==> src/rtl/cache_mem_arbiter.sv <==
// ---------------------------------------------------------------------------
// cache_mem_arbiter
//   Responder end of the cache-to-memory request protocol. Serves icache
//   reads and dcache reads/writes over a single RAM port. Dcache has fixed
//   priority over icache. Every transfer is followed by one IDLE bubble.
//
//   Optional feature macro: MEMARB_STATS_EN
//     defined   : stat_dxfer / stat_ixfer / stat_stall are saturating counters
//     undefined : stat_* outputs tied to zero, no counter flops
//
// Parameters
//   TIMEOUT_CYCLES  non-ACCESS service cycles before err_timeout (1..255)
//
// Ports
//   CLK, nRST                 clock (rising), async active-low reset
//   iREN, iaddr               icache read request / word address
//   iwait, iload              0 = iload valid, icache transfer done this cycle
//   dREN, dWEN, daddr, dstore dcache read/write request, address, write data
//   dwait, dload              0 = dcache transfer done this cycle, read data
//   ramREN, ramWEN            RAM strobes
//   ramaddr, ramstore         RAM address / write data
//   ramload, ramstate         RAM read data / status (FREE,BUSY,ACCESS,ERROR)
//   err_timeout, err_proto    sticky error flags
//   stat_dxfer, stat_ixfer,
//   stat_stall                transfer / stall statistics
// ---------------------------------------------------------------------------
module cache_mem_arbiter #(
    parameter int unsigned TIMEOUT_CYCLES = 255
) (
    input  logic        CLK,
    input  logic        nRST,
    input  logic        iREN,
    input  logic [31:0] iaddr,
    output logic        iwait,
    output logic [31:0] iload,
    input  logic        dREN,
    input  logic        dWEN,
    input  logic [31:0] daddr,
    input  logic [31:0] dstore,
    output logic        dwait,
    output logic [31:0] dload,
    output logic        ramREN,
    output logic        ramWEN,
    output logic [31:0] ramaddr,
    output logic [31:0] ramstore,
    input  logic [31:0] ramload,
    input  logic [1:0]  ramstate,
    output logic        err_timeout,
    output logic        err_proto,
    output logic [31:0] stat_dxfer,
    output logic [31:0] stat_ixfer,
    output logic [31:0] stat_stall
);

    typedef enum logic [1:0] {IDLE, DSERV, ISERV, RETRY} state_t;
    typedef enum logic [1:0] {RAM_FREE, RAM_BUSY, RAM_ACCESS, RAM_ERROR} ramstate_t;

    state_t    r_state;
    state_t    w_next;
    ramstate_t w_rs;
    logic      r_owner_d;     // 1: current/retried transfer belongs to dcache
    logic [7:0] r_tcnt;
    logic      r_err_timeout;
    logic      r_err_proto;
    logic      w_dreq;
    logic      w_stall;       // service cycle, owner still requesting, no ACCESS
    logic      w_xfer_d;
    logic      w_xfer_i;

    assign w_rs        = ramstate_t'(ramstate);
    assign w_dreq      = dREN | dWEN;
    assign err_timeout = r_err_timeout;
    assign err_proto   = r_err_proto;

    always_ff @(posedge CLK or negedge nRST) begin
        if (!nRST) begin
            r_state <= IDLE;
        end else begin
            r_state <= w_next;
        end
    end

    always_comb begin
        w_next   = r_state;
        iwait    = 1'b1;
        dwait    = 1'b1;
        iload    = '0;
        dload    = '0;
        ramREN   = 1'b0;
        ramWEN   = 1'b0;
        ramaddr  = '0;
        ramstore = '0;
        w_stall  = 1'b0;
        w_xfer_d = 1'b0;
        w_xfer_i = 1'b0;
        case (r_state)
            IDLE: begin
                if (w_dreq) begin
                    w_next = DSERV;
                end else if (iREN) begin
                    w_next = ISERV;
                end
            end
            DSERV: begin
                if (!w_dreq) begin
                    w_next = IDLE;
                end else begin
                    // dREN & dWEN together is handled as a write
                    ramWEN   = dWEN;
                    ramREN   = dREN & ~dWEN;
                    ramaddr  = daddr;
                    ramstore = dstore;
                    if (w_rs == RAM_ACCESS) begin
                        dwait    = 1'b0;
                        dload    = ramload;
                        w_xfer_d = 1'b1;
                        w_next   = IDLE;
                    end else begin
                        w_stall = 1'b1;
                        if (w_rs == RAM_ERROR) begin
                            w_next = RETRY;
                        end
                    end
                end
            end
            ISERV: begin
                if (!iREN) begin
                    w_next = IDLE;
                end else begin
                    ramREN  = 1'b1;
                    ramaddr = iaddr;
                    if (w_rs == RAM_ACCESS) begin
                        iwait    = 1'b0;
                        iload    = ramload;
                        w_xfer_i = 1'b1;
                        w_next   = IDLE;
                    end else begin
                        w_stall = 1'b1;
                        if (w_rs == RAM_ERROR) begin
                            w_next = RETRY;
                        end
                    end
                end
            end
            RETRY: begin
                if (r_owner_d) begin
                    w_next = w_dreq ? DSERV : IDLE;
                end else begin
                    w_next = iREN ? ISERV : IDLE;
                end
            end
            default: w_next = IDLE;
        endcase
    end

    // The timeout counter is cleared only in IDLE, so a RETRY round trip keeps
    // accumulating against the same transfer rather than restarting it.
    always_ff @(posedge CLK or negedge nRST) begin
        if (!nRST) begin
            r_owner_d     <= 1'b0;
            r_tcnt        <= '0;
            r_err_timeout <= 1'b0;
            r_err_proto   <= 1'b0;
        end else begin
            if (r_state == IDLE) begin
                r_owner_d <= w_dreq;
                r_tcnt    <= '0;
            end else if (w_stall && (r_tcnt != '1)) begin
                r_tcnt <= r_tcnt + 8'd1;
            end
            if (w_stall && (({24'd0, r_tcnt} + 32'd1) >= TIMEOUT_CYCLES)) begin
                r_err_timeout <= 1'b1;
            end
            if (dREN && dWEN) begin
                r_err_proto <= 1'b1;
            end
        end
    end

`ifdef MEMARB_STATS_EN
    logic [31:0] r_stat_dxfer;
    logic [31:0] r_stat_ixfer;
    logic [31:0] r_stat_stall;

    always_ff @(posedge CLK or negedge nRST) begin
        if (!nRST) begin
            r_stat_dxfer <= '0;
            r_stat_ixfer <= '0;
            r_stat_stall <= '0;
        end else begin
            if (w_xfer_d && (r_stat_dxfer != '1)) begin
                r_stat_dxfer <= r_stat_dxfer + 32'd1;
            end
            if (w_xfer_i && (r_stat_ixfer != '1)) begin
                r_stat_ixfer <= r_stat_ixfer + 32'd1;
            end
            if (w_stall && (r_stat_stall != '1)) begin
                r_stat_stall <= r_stat_stall + 32'd1;
            end
        end
    end

    assign stat_dxfer = r_stat_dxfer;
    assign stat_ixfer = r_stat_ixfer;
    assign stat_stall = r_stat_stall;
`else
    assign stat_dxfer = '0;
    assign stat_ixfer = '0;
    assign stat_stall = '0;
`endif

endmodule

==> config.mk <==
export PLATFORM = sky130hd
export DESIGN_NAME = cache_mem_arbiter
export DESIGN_NICKNAME = d
export VERILOG_FILES = /design/src/rtl/cache_mem_arbiter.sv
export SDC_FILE = /design/constraint.sdc
export NUM_CORES = 1
export LEC_CHECK = 0
export ABC_AREA = 0
export BUFFER_PORTS_ARGS = -buffer_cell sky130_fd_sc_hd__buf_2
export CAP_MARGIN = 20
export CORE_AREA = 5 5 139 141
export DETAILED_ROUTE_END_ITERATION = 12
export DIE_AREA = 0 0 144 146
export HOLD_SLACK_MARGIN = 0.05
export PLACE_DENSITY_LB_ADDON = 0.3
export SETUP_SLACK_MARGIN = 0.3
export SKIP_CTS_REPAIR_TIMING = 1
export SYNTH_ARGS = -nofsm -noshare
export SYNTH_HDL_FRONTEND = slang
export SYNTH_SLANG_ARGS = --single-unit
==> constraint.sdc <==
create_clock -name CLK -period 2.2 [get_ports CLK]
set_input_delay 0.11 -clock CLK [delete_from_list [all_inputs] [get_ports CLK]]
set_output_delay 0.11 -clock CLK [all_outputs]
set_load 0.005 [all_outputs]
After elaboration in Yosys (flattened, before gate mapping) --
Cells that the tools add are included.
Cells by class: bitwise operators 3, equality and inequality tests 7, multiplexer cells 35, $add $sub $neg 2, reduce and logical (&&, ||, !) cells 5, $lt $le $gt $ge 1
Operators by type and width (count):
- 2-to-1 mux 32 bit | 9
- one-hot mux 32 bit (2 select lines) | 1
- 2-to-1 mux 2 bit | 8
- 2-to-1 mux 8 bit | 2
- 2-to-1 mux 1 bit | 12
- adder 8 x 1 -> 9 bit (second input constant) | 1
- greater-or-equal comparator 9 x 8 -> 1 bit (second input constant) | 1
- adder 8 x 1 -> 8 bit (second input constant) | 1
- == test 2 bit (second input constant) | 4
- inequality test 8 bit (second input constant) | 1
- one-hot mux 2 bit (4 select lines) | 1
- one-hot mux 1 bit (2 select lines) | 2
- logical AND 1 bit | 3
- inequality test 3 bit (second input constant) | 1
- == test 2 x 1 -> 1 bit (second input constant) | 1
- logical NOT 2 bit | 1
- nonzero test 2 bit | 1
- AND 1 bit | 1
- NOT 1 bit | 1
- OR 1 bit | 1
Word-level totals: flip-flop bits (word level) 13, logic and storage cells 58, input bits 135, output and inout port bits 230

Longest topological paths before layout --
Gate-level depths: netlist of run 1.
depth in word-level cells 7, depth in mapped cells 7, gate-level depth less buffers 6

Worst setup path before layout of run 1 --
No wires, ideal clock.
path type register to register, start point register r_state[1], end point register r_tcnt[3], stages on the path, launching flop included 6, setup time 77 ps, path buffers 0, setup slack 389 ps, arrival time 1734 ps, clock period less this slack 1811 ps, cell sequence dfrtp_1 > inv_1 > ha_1 > o2111ai_4 > or4_2 > a21oi_1
On the way: word-level cells in the longest chain between the ends 4, elaborated cells between the ends (all ways) 7
Ends and longest elaborated chain:
- from (decl) | RTL line 58 | state_t r_state;
- from (signal assigned) | RTL line 79 | r_state <= w_next;
- == test 2 bit or == test 2 x 1 -> 1 bit (tied branches) | RTL line 96 | case (r_state)
- one-hot mux 1 bit (2 select lines) | RTL line 96
- logical AND 1 bit | RTL line 168 | end else if (w_stall && (r_tcnt != '1)) begin
- nonzero test 2 bit (no source line)
- to (signal assigned) | RTL line 169 | r_tcnt <= r_tcnt + 8'd1;
- to (decl) | RTL line 62 | logic [7:0] r_tcnt;
Several ways; a longest one is shown, not always the timed one. A chain may end at the register's enable or synchronous reset.

Final worst setup path of run 1 --
start point register r_state[0], end point output port ramaddr[16]
On the way: word-level cells in the longest chain between the ends 2, elaborated cells between the ends (all ways) 3
Ends and longest elaborated chain:
- == test 2 bit or == test 2 x 1 -> 1 bit (tied branches) | RTL line 96
- one-hot mux 32 bit (2 select lines) (*) | RTL line 96
- to (decl) | RTL line 44 | output logic [31:0] ramaddr,
Every way passes the cells marked *; elsewhere a longest branch is shown, timed or not.

==> results of run 1 <==
[power groups by stage]
stage	registers (mW)	clock network, mW	logic (mW)
after floorplan	0.312	0	1.30
final	0.335	0.352	2.62
after global routing	0.343	0.374	2.87
after CTS	0.319	0.362	2.06
after detailed placement	0.323	0	2.05
after global placement	0.320	0	2.06
[state kept, by name, summed over array words and instances (netlist names)]
signal and count:
err_timeout 1, r_tcnt 8, r_owner_d 1, r_state 2, err_proto 1
[cell usage in the layout, fill, tap and decap left out, drive strengths merged, types with 12 or more instances in the layout]
cell	synthesis	layout
and2	36	36
dfrtp	13	13
nor2b	35	35
buf	101	290
a22oi	32	32
and3	64	64
a21oi	12	12
conb	1	96
[through the flow]
| stage | util (%) | power (mW) | cells | instance area [sq um] |
|---|---|---|---|---|
| detailed placement | 23.2 | 2.37 | 870 | 4150 |
| floorplan | - | 1.61 | 492 | 3260 |
| global placement | 23.2 | 2.38 | 870 | 4150 |
| finish | 25.6 | 3.31 | 891 | 4570 |
| CTS | 23.7 | 2.74 | 874 | 4230 |
| global route | 25.6 | 3.58 | 891 | 4570 |
[worst max-delay path: cells and delay by family, from the launching register on]
| kind | cells | cell delay, ns |
|---|---|---|
| fa+ha+maj | 1 | 0.20 |
| buf+inv | 3 | 0.42 |
| compound gates | 1 | 0.10 |
| simple gates | 2 | 0.38 |
| flops | 1 | 0.44 |
[worst paths after layout]
check | end | slack [ns] | cells after the start
setup reg to reg | r_tcnt[3] | 0.32 | 6
hold / removal | err_proto | 0.14 | 2
setup / recovery | ramaddr[16] | 0.27 | 7
min in group asynchronous | r_tcnt[2] | 0.29 | 2
hold reg to reg | err_proto | 0.45 | 1
max in group asynchronous | r_tcnt[0] | 1.65 | 2
[area by class of cell]
class / instances / area (sq um) / area share [%]
multi-input combinational: 342 / 2110 / 46.1
timing repair buffer: 295 / 1730 / 38.0
sequential: 13 / 329 / 7.20
tap: 229 / 287 / 6.27
clock buffer: 4 / 78.8 / 1.73
inverter: 8 / 32.5 / 0.712
[kinds of logic (layout without fill, tap and decap cells)]
kind of cell,after synthesis,after routing,synth area share (%)
and+or+nand+nor,167,167,35.7
buffers and inverters,137,307,31.3
DFF,13,13,11.2
xor gates and xnor gates,1,1,0.302
adders and majority gates,6,6,2.59
other,1,96,0.129
AOI/OAI and AO/OA,68,68,17.3
muxes,4,4,1.38
[routing by layer]
| layer | vias to the layer above | share of wire (%) |
|---|---|---|
| li1 | 1713 | - |
| met5 | - | 0.34 |
| met2 | 186 | 50 |
| met4 | 6 | 0.81 |
| met1 | 1571 | 40 |
| met3 | 17 | 8.3 |
==> flow_metrics.py, run 1 <==
metrics = {
    "cells_and_area": {
        "post_route_cells_drive_above_1_share_pct": 49.2,
        "fill_cells": 2011,
        "syn2layout_area_growth_pct": 57.5,
        "antenna_cells": 0,
        "layout.nets": 804,
    },
    "power": {
        "swShare_pct": 44.2,
        "leakagePower_nw": 2.73,
        "power.density_nw_per_um2": 724,
        "ir_drop_mv": 0.281,
        "internal_power_mw": 1.84,
        "p_seq_share_pct": 10.1,
        "combPwrFrac_pct": 79.2,
        "clockPowerShare_pct": 10.6,
        "power_switching_mw": 1.46,
    },
    "worst_setup_path": {
        "crit_start": "r_state[0]",
        "cp.arrival_ns": 1.82,
        "cp_slowest_cell": "dfrtp_2",
        "critPathCaptureType": "output port",
        "critPathLaunchType": "flip-flop",
        "rr_startpoint": "r_state[0]",
        "critPathKind": "reg2out",
        "cp_cell_sequence": "inv_2 -> ha_2 -> and2_4 -> buf_12 -> a22oi_2 -> nor2b_2 -> buf_2",
        "worstPathRequired_ns": 2.09,
        "slowest_delay_ns": 0.44,
        "crit_fanout": 26,
    },
    "logic_synthesis": {
        "yosys-top-cells-area": "buf_4, and3_1, dfrtp_1",
        "ys_warn_count": 0,
        "yosysUniqueCellTypes": 45,
        "yosysMostFrequentCell": "buf_4",
        "synth_ff_type": "dfrtp_1",
        "async_reset_ff_share_pct": 100,
        "synth_top_area_share_pct": 25.1,
        "yosys.area.top_type": "buf_4",
        "avgSynthCellArea_sq_um": 7.31,
        "synth_common_cells": "buf_4, and3_1, and2_1",
        "netlist_instances": 397,
        "synth-seq-cells": 13,
        "synth_edf_count": 0,
        "netlist_area_sq_um": 2900,
        "ys_seq_area_share_pct": 11.2,
    },
    "grt": {
        "grt_util_met2_pct": 18.1,
        "grt_pass1_wl_um": 16700,
        "grt_max_degree": 67,
        "antenna_found_initial": 3,
        "grt-ovfl-total": 0,
        "grt_pass1_vias": 2970,
        "grtUsageMet1_pct": 11.8,
        "top_usage_layer": "met2",
        "met3_usage_pct": 1.28,
        "grt_use_total_pct": 9.69,
    },
    "placed_design": {
        "preCtsSetupSlack_ns": 0.246,
        "port_buffers": 268,
        "dp_hpwl_um": 9820,
        "place.gp.congestion": 0.799,
    },
    "detailed_routing": {
        "wire_per_inst_um": 15.2,
        "drc_errors": 0,
        "drtIter0Drc": 100,
        "drt-total-wl_um": 13500,
        "vias_per_cell": 3.92,
        "ant_nets": 0,
        "drt_first_pass_iters": 4,
        "vias": 3493,
    },
    "clock_tree": {
        "clock_latency_ns": 0.24,
        "cts_root_buf": "clkbuf_16",
        "clockBufferDepth": 2,
        "cts_tree": "built",
        "clk_pin_slew_ns": 0.05,
        "numCtsBuffers": 3,
        "htreeDepth": 1,
        "cts.sinks": 13,
    },
    "timing": {
        "finalClockSkew_ns": 0.000834,
        "timing.final.crit_share_pct": 87.7,
        "whs_ns": 0.138,
        "rsz0062_at_grt": "true",
        "timing.fmax_mhz": 518,
        "setup_viol": 0,
        "setup_slack_ns": 0.270,
        "tns_ns": 0,
        "report.final.hold_viol_count": 0,
        "finalCriticalPeriod_ns": 1.93,
        "slew_violations": 0,
    },
    "run": {
        "cap_violations": 0,
    },
    "die": {
        "die_y_um": 146,
        "rows": 49,
        "fp.coreArea_sq_um": 17800,
        "io_pins": 365,
        "dieArea_sq_um": 21000,
        "die_w_um": 144,
        "start_util_pct": 16.3,
    },
    "outcome": {
        "outcome": "finished, final reports clean",
    },
    "hold_path": {
        "hold_path.class": "in2reg",
        "hold_start": "dWEN",
    },
}
Note: power is estimated with default switching activity, not from simulation.
==> run 2: changes to the inputs <==
- ABC_AREA: 0 -> 1
- CORE_AREA: 5 5 139 141 -> 5 5 140 142
- DIE_AREA: 0 0 144 146 -> 0 0 145 147
==> run 2 against run 1 <==
Clock-buffer cell count unchanged. First-iteration DRC count is 31% lower. Global-route usage fell by 0.75 points. Hold slack improved by 0.015 ns. Worst setup slack gained 0.15 ns. Largest power group unchanged. Critical endpoint is now ramaddr[15]. Wire length is 14% lower. Highest routed layer unchanged. Sequential power is essentially flat. Non-clock buffer count decreased by 14. Clock skew rose by 0.0037 ns.
==> flow_metrics.py, run 2 <==
metrics = {
    "outcome": {
        "outcome": "finished, final reports clean",
    },
    "grt": {
        "grt_pass1_wl_um": 16100,
        "grt_use_total_pct": 8.94,
        "antenna_found_initial": 1,
        "grt_max_degree": 34,
        "grt-ovfl-total": 0,
        "grt_pass1_vias": 3213,
    },
    "worst_setup_path": {
        "crit_top_cell": "inv_2",
        "slowest_delay_ns": 0.41,
        "critPathKind": "reg2out",
        "crit_family": "buffers and inverters",
        "cp_slowest_cell": "dfrtp_1",
        "worstPathRequired_ns": 2.09,
        "cp_cell_sequence": "inv_2 -> ha_4 -> inv_2 -> nor2_4 -> buf_4 -> clkbuf_16 -> nand2_1 -> a21oi_1 -> buf_2",
        "critPathBufInv": 5,
        "critPathLaunchType": "flip-flop",
        "cp.arrival_ns": 1.67,
        "critPathCaptureType": "output port",
        "crit_fanout": 16,
    },
    "placed_design": {
        "preCtsSetupSlack_ns": 0.466,
        "dp_hpwl_um": 9480,
        "place_inst": 993,
        "place.gp.congestion": 0.783,
        "port_buffers": 268,
    },
    "logic_synthesis": {
        "yosys-top-cells-area": "buf_4, nand2_1, nor2_1",
        "ys_seq_area_share_pct": 11.6,
        "yosysUniqueCellTypes": 29,
        "netlist_area_sq_um": 2810,
        "synth_common_cells": "nand2_1, nor2_1, buf_4",
        "yosys.area.top_type": "buf_4",
        "synth_edf_count": 0,
        "synth_ff_type": "dfrtp_1",
        "synth_top_area_share_pct": 25.7,
        "netlist_instances": 508,
        "ys_warn_count": 0,
        "synth-seq-cells": 13,
        "yosysMostFrequentCell": "nand2_1",
        "avgSynthCellArea_sq_um": 5.53,
        "async_reset_ff_share_pct": 100,
    },
    "die": {
        "rows": 50,
        "start_util_pct": 15.3,
        "fp.coreArea_sq_um": 18300,
        "die_y_um": 147,
        "io_pins": 365,
        "dieArea_sq_um": 21300,
        "die_w_um": 145,
    },
    "detailed_routing": {
        "vias": 3630,
        "drt_first_pass_iters": 4,
        "drc_errors": 0,
        "ant_nets": 0,
        "drtIter0Drc": 69,
        "wire_per_inst_um": 11.6,
        "vias_per_cell": 3.62,
        "drt-total-wl_um": 11600,
    },
    "timing": {
        "rsz0062_at_grt": "false",
        "timing.final.crit_share_pct": 80.9,
        "report.final.hold_viol_count": 0,
        "tns_ns": 0,
        "timing.fmax_mhz": 562,
        "finalClockSkew_ns": 0.00455,
        "setup_slack_ns": 0.420,
        "slew_violations": 0,
        "setup_viol": 0,
        "finalCriticalPeriod_ns": 1.78,
    },
    "clock_tree": {
        "numCtsBuffers": 3,
        "cts_root_buf": "clkbuf_16",
        "cts_tree": "built",
        "clockBufferDepth": 2,
        "clock_latency_ns": 0.24,
        "cts.sinks": 13,
        "htreeDepth": 1,
        "clk_pin_slew_ns": 0.04,
    },
    "cells_and_area": {
        "fin_util_pct": 23.3,
        "multi_input_area_sq_um": 1820,
        "largestRegisters": "r_tcnt x8, r_state x2",
        "antenna_cells": 0,
        "post_route_cells_drive_above_1_share_pct": 40.8,
        "layout.nets": 911,
        "layout_common_cells": "buf_2, nand2_1, nor2_1",
        "final-instance-count-excl-fill": 1003,
        "seq_area_sq_um": 327,
        "syn2layout_area_growth_pct": 51.8,
        "regMostFlops": "r_tcnt",
        "fill_cells": 2137,
        "layout_commonest_cell": "buf_2",
        "largest_reg_flops": 8,
    },
    "power": {
        "power.total_mw": 2.76,
        "leakagePower_nw": 2.73,
        "power.density_nw_per_um2": 646,
        "ir_drop_mv": 0.521,
    },
    "run": {
        "cap_violations": 0,
    },
    "hold_path": {
        "hold_path.class": "in2reg",
    },
}
[run 2: logic make-up after synthesis]
group                      count (synthesis)  synth area share (%)
other                                      1                 0.134
DFF                                       13                  11.6
buffers and inverters                    174                  37.1
AOI/OAI and AO/OA                         48                  9.80
adders and majority gates                  6                  2.67
and+or+nand+nor                          266                  38.7
[run 2: layout make-up]
cell class | count | area share [%]
clock buffers | 4 | 1.85
inverters | 55 | 4.96
multi-input cells | 416 | 42.7
flip-flops and latches | 13 | 7.66
well taps | 234 | 6.87
repair buffers | 281 | 36.0
[run 2: worst paths after layout]
kind | startpoint | endpoint | slack, ns | depth (start not counted)
min in group asynchronous | nRST | r_tcnt[4] | 0.30 | 2
max in group asynchronous | nRST | r_state[0] | 1.63 | 2
max | r_state[1] | ramaddr[15] | 0.42 | 9
max reg2reg | r_state[0] | r_tcnt[1] | 0.54 | 11
min | ramstate[1] | r_state[0] | 0.15 | 3
min reg2reg | err_timeout | err_timeout | 0.46 | 2
[run 2: tightest hold or removal path: cells and delay by family]
| family | cells | cell delay, ns |
|---|---|---|
| buffers and inverters | 1 | 0.11 |
| AO/OA/AOI/OAI | 1 | 0.07 |
| AND/OR/NAND/NOR | 1 | 0.06 |
[run 2: power breakdown]
group	leakage (nW)	switching (mW)	internal [mW]	total [mW]
Sequential	0.162	0.0523	0.286	0.338
Combinational	2.52	1.25	0.823	2.07
Clock	0.0382	0.103	0.245	0.348
[run 2: layer usage]
layer	global-route usage (%)	wire length (um)
met5	0	7
met4	1.41	70
met3	2.68	1270
met2	17.1	5900
met1	9.87	4360
[run 2: metrics by stage]
step	cell area, sq um	hold WS, ns
floorplan	3170	-0.186
global placement	4040	0.0306
detailed placement	4040	0.0332
CTS	4120	-0.224
global route	4260	0.162
finish	4260	0.153
==> run 3: changes to the inputs <==
- ABC_AREA: 1 -> 0
- CORE_AREA: 5 5 140 142 -> 5 5 139 141
- DIE_AREA: 0 0 145 147 -> 0 0 144 146
- clock period: 2.2 -> 1.85 ns (I/O delays scaled with it)
==> run 3 against run 2 <==
The run now ends with setup timing left. Via count decreased by 2.0%. Clock skew decreased by 0.0037 ns. First-iteration DRC count is 130% higher. Combinational power increased by 79%. Sequential share of layout area is 0.99 points lower. Design area rose by 16%. Largest power group unchanged.
==> flow_metrics.py, run 3 (synthesis gave the netlist of run 1 again) <==
metrics = {
    "timing": {
        "timing.fmax_mhz": 530,
        "finalClockSkew_ns": 0.000881,
        "rsz0062_at_grt": "true",
        "finalCriticalPeriod_ns": 1.89,
        "setup_slack_ns": -0.0381,
        "tns_ns": -0.162,
        "slew_violations": 0,
        "timing.final.crit_share_pct": 102,
        "setup_viol": 12,
        "report.final.hold_viol_count": 0,
    },
    "clock_tree": {
        "cts.sinks": 13,
        "clk_pin_slew_ns": 0.05,
        "cts_root_buf": "clkbuf_16",
        "htreeDepth": 1,
        "numCtsBuffers": 3,
        "clockBufferDepth": 2,
        "cts_tree": "built",
        "clock_latency_ns": 0.24,
    },
    "die": {
        "fp.coreArea_sq_um": 17800,
        "die_y_um": 146,
        "start_util_pct": 16.3,
        "rows": 49,
        "die_w_um": 144,
        "dieArea_sq_um": 21000,
        "io_pins": 365,
    },
    "cells_and_area": {
        "layout_common_cells": "buf_2, conb_1, and3_1",
        "syn2layout_area_growth_pct": 70.8,
        "largestRegisters": "r_tcnt x8, r_state x2",
        "fin_util_pct": 27.8,
        "regMostFlops": "r_tcnt",
        "largest_reg_flops": 8,
        "layout_commonest_cell": "buf_2",
        "post_route_cells_drive_above_1_share_pct": 54.9,
        "layout.nets": 811,
    },
    "grt": {
        "grt-ovfl-total": 0,
        "grt_pass1_wl_um": 20100,
        "antenna_found_initial": 1,
        "grt_use_total_pct": 12.0,
        "grt_max_degree": 67,
        "grt_pass1_vias": 3289,
    },
    "placed_design": {
        "dp_hpwl_um": 11500,
        "port_buffers": 268,
        "place.gp.congestion": 0.852,
    },
    "run": {
        "cap_violations": 0,
    },
    "hold_path": {
        "hold_path.class": "in2reg",
        "min_path_cells": 2,
    },
    "detailed_routing": {
        "drt-total-wl_um": 14900,
        "drc_errors": 0,
        "ant_nets": 0,
        "wl_met1_um": 5810,
        "vias_per_cell": 3.96,
        "route.met2.wl_um": 7780,
        "vias": 3557,
        "wire_per_inst_um": 16.6,
        "topRoutingLayerUsed": "met4",
        "drt_first_pass_iters": 4,
        "met3_length_um": 1270,
        "drtIter0Drc": 158,
    },
    "worst_setup_path": {
        "ff2ff_setup_slack_ns": 0.03,
        "critPathLaunchType": "flip-flop",
        "cp.arrival_ns": 1.80,
        "critPathCaptureType": "output port",
        "critPathKind": "reg2out",
        "crit_fanout": 6,
        "r2r.worst_path.cells": 7,
        "worstPathRequired_ns": 1.76,
    },
    "power": {
        "power.total_mw": 4.52,
        "power.density_nw_per_um2": 912,
        "ir_drop_mv": 0.596,
        "leakagePower_nw": 2.85,
    },
    "outcome": {
        "outcome": "finished, violations left",
        "violations": "setup timing",
    },
}
## run 3: area by class of cell
class                           instances  area (sq um)
Tap cell                              229           287
Clock buffer                            4          78.8
Inverter                                8          30.0
Sequential cell                        13           330
Fill cell                            1987         12900
Antenna cell                            1          2.50
Timing Repair Buffer                  301          1970
Multi-Input combinational cell        343          2260
## run 3: final timing paths
kind                                   end       start
worst max-delay path            ramaddr[7]  r_state[1]
worst min-delay path             err_proto        dREN
worst max register to register   r_tcnt[0]  r_state[1]
worst min register to register   err_proto   err_proto
max in group asynchronous       r_state[0]        nRST
min in group asynchronous        r_tcnt[5]        nRST
## run 3: power breakdown
part           switching [mW]  total, mW  leakage [nW]  internal (mW)
clock                   0.126      0.418        0.0382          0.291
combinational            1.69       3.70          2.65           2.01
sequential             0.0678      0.403         0.163          0.335
## run 3: metal layers
metal	global-route usage, %	up-vias
met4	1.04	0
li1	-	1736
met3	2.92	4
met5	0	-
met1	15.3	1644
met2	21.1	173
## run 3: critical path, stage by stage (launching register included)
cell and delay [ns]:
dfrtp_2 0.44, inv_2 0.09, ha_4 0.14, nor2b_4 0.18
buf_12 0.15, buf_12 0.11, buf_6 0.12, a22oi_1 0.07
nor2b_1 0.12, buf_2 0.12
## run 3: stage by stage
stage,instances,cell area [sq um],setup WS [ns],hold slack (ns)
detailed placement,873,4230,0.0738,0.0132
finish,899,4960,-0.0381,0.138
global route,899,4960,-0.116,0.156
global placement,873,4230,0.0819,0.00733
floorplan,492,3320,0.251,-0.203
CTS,877,4310,-0.144,-0.247
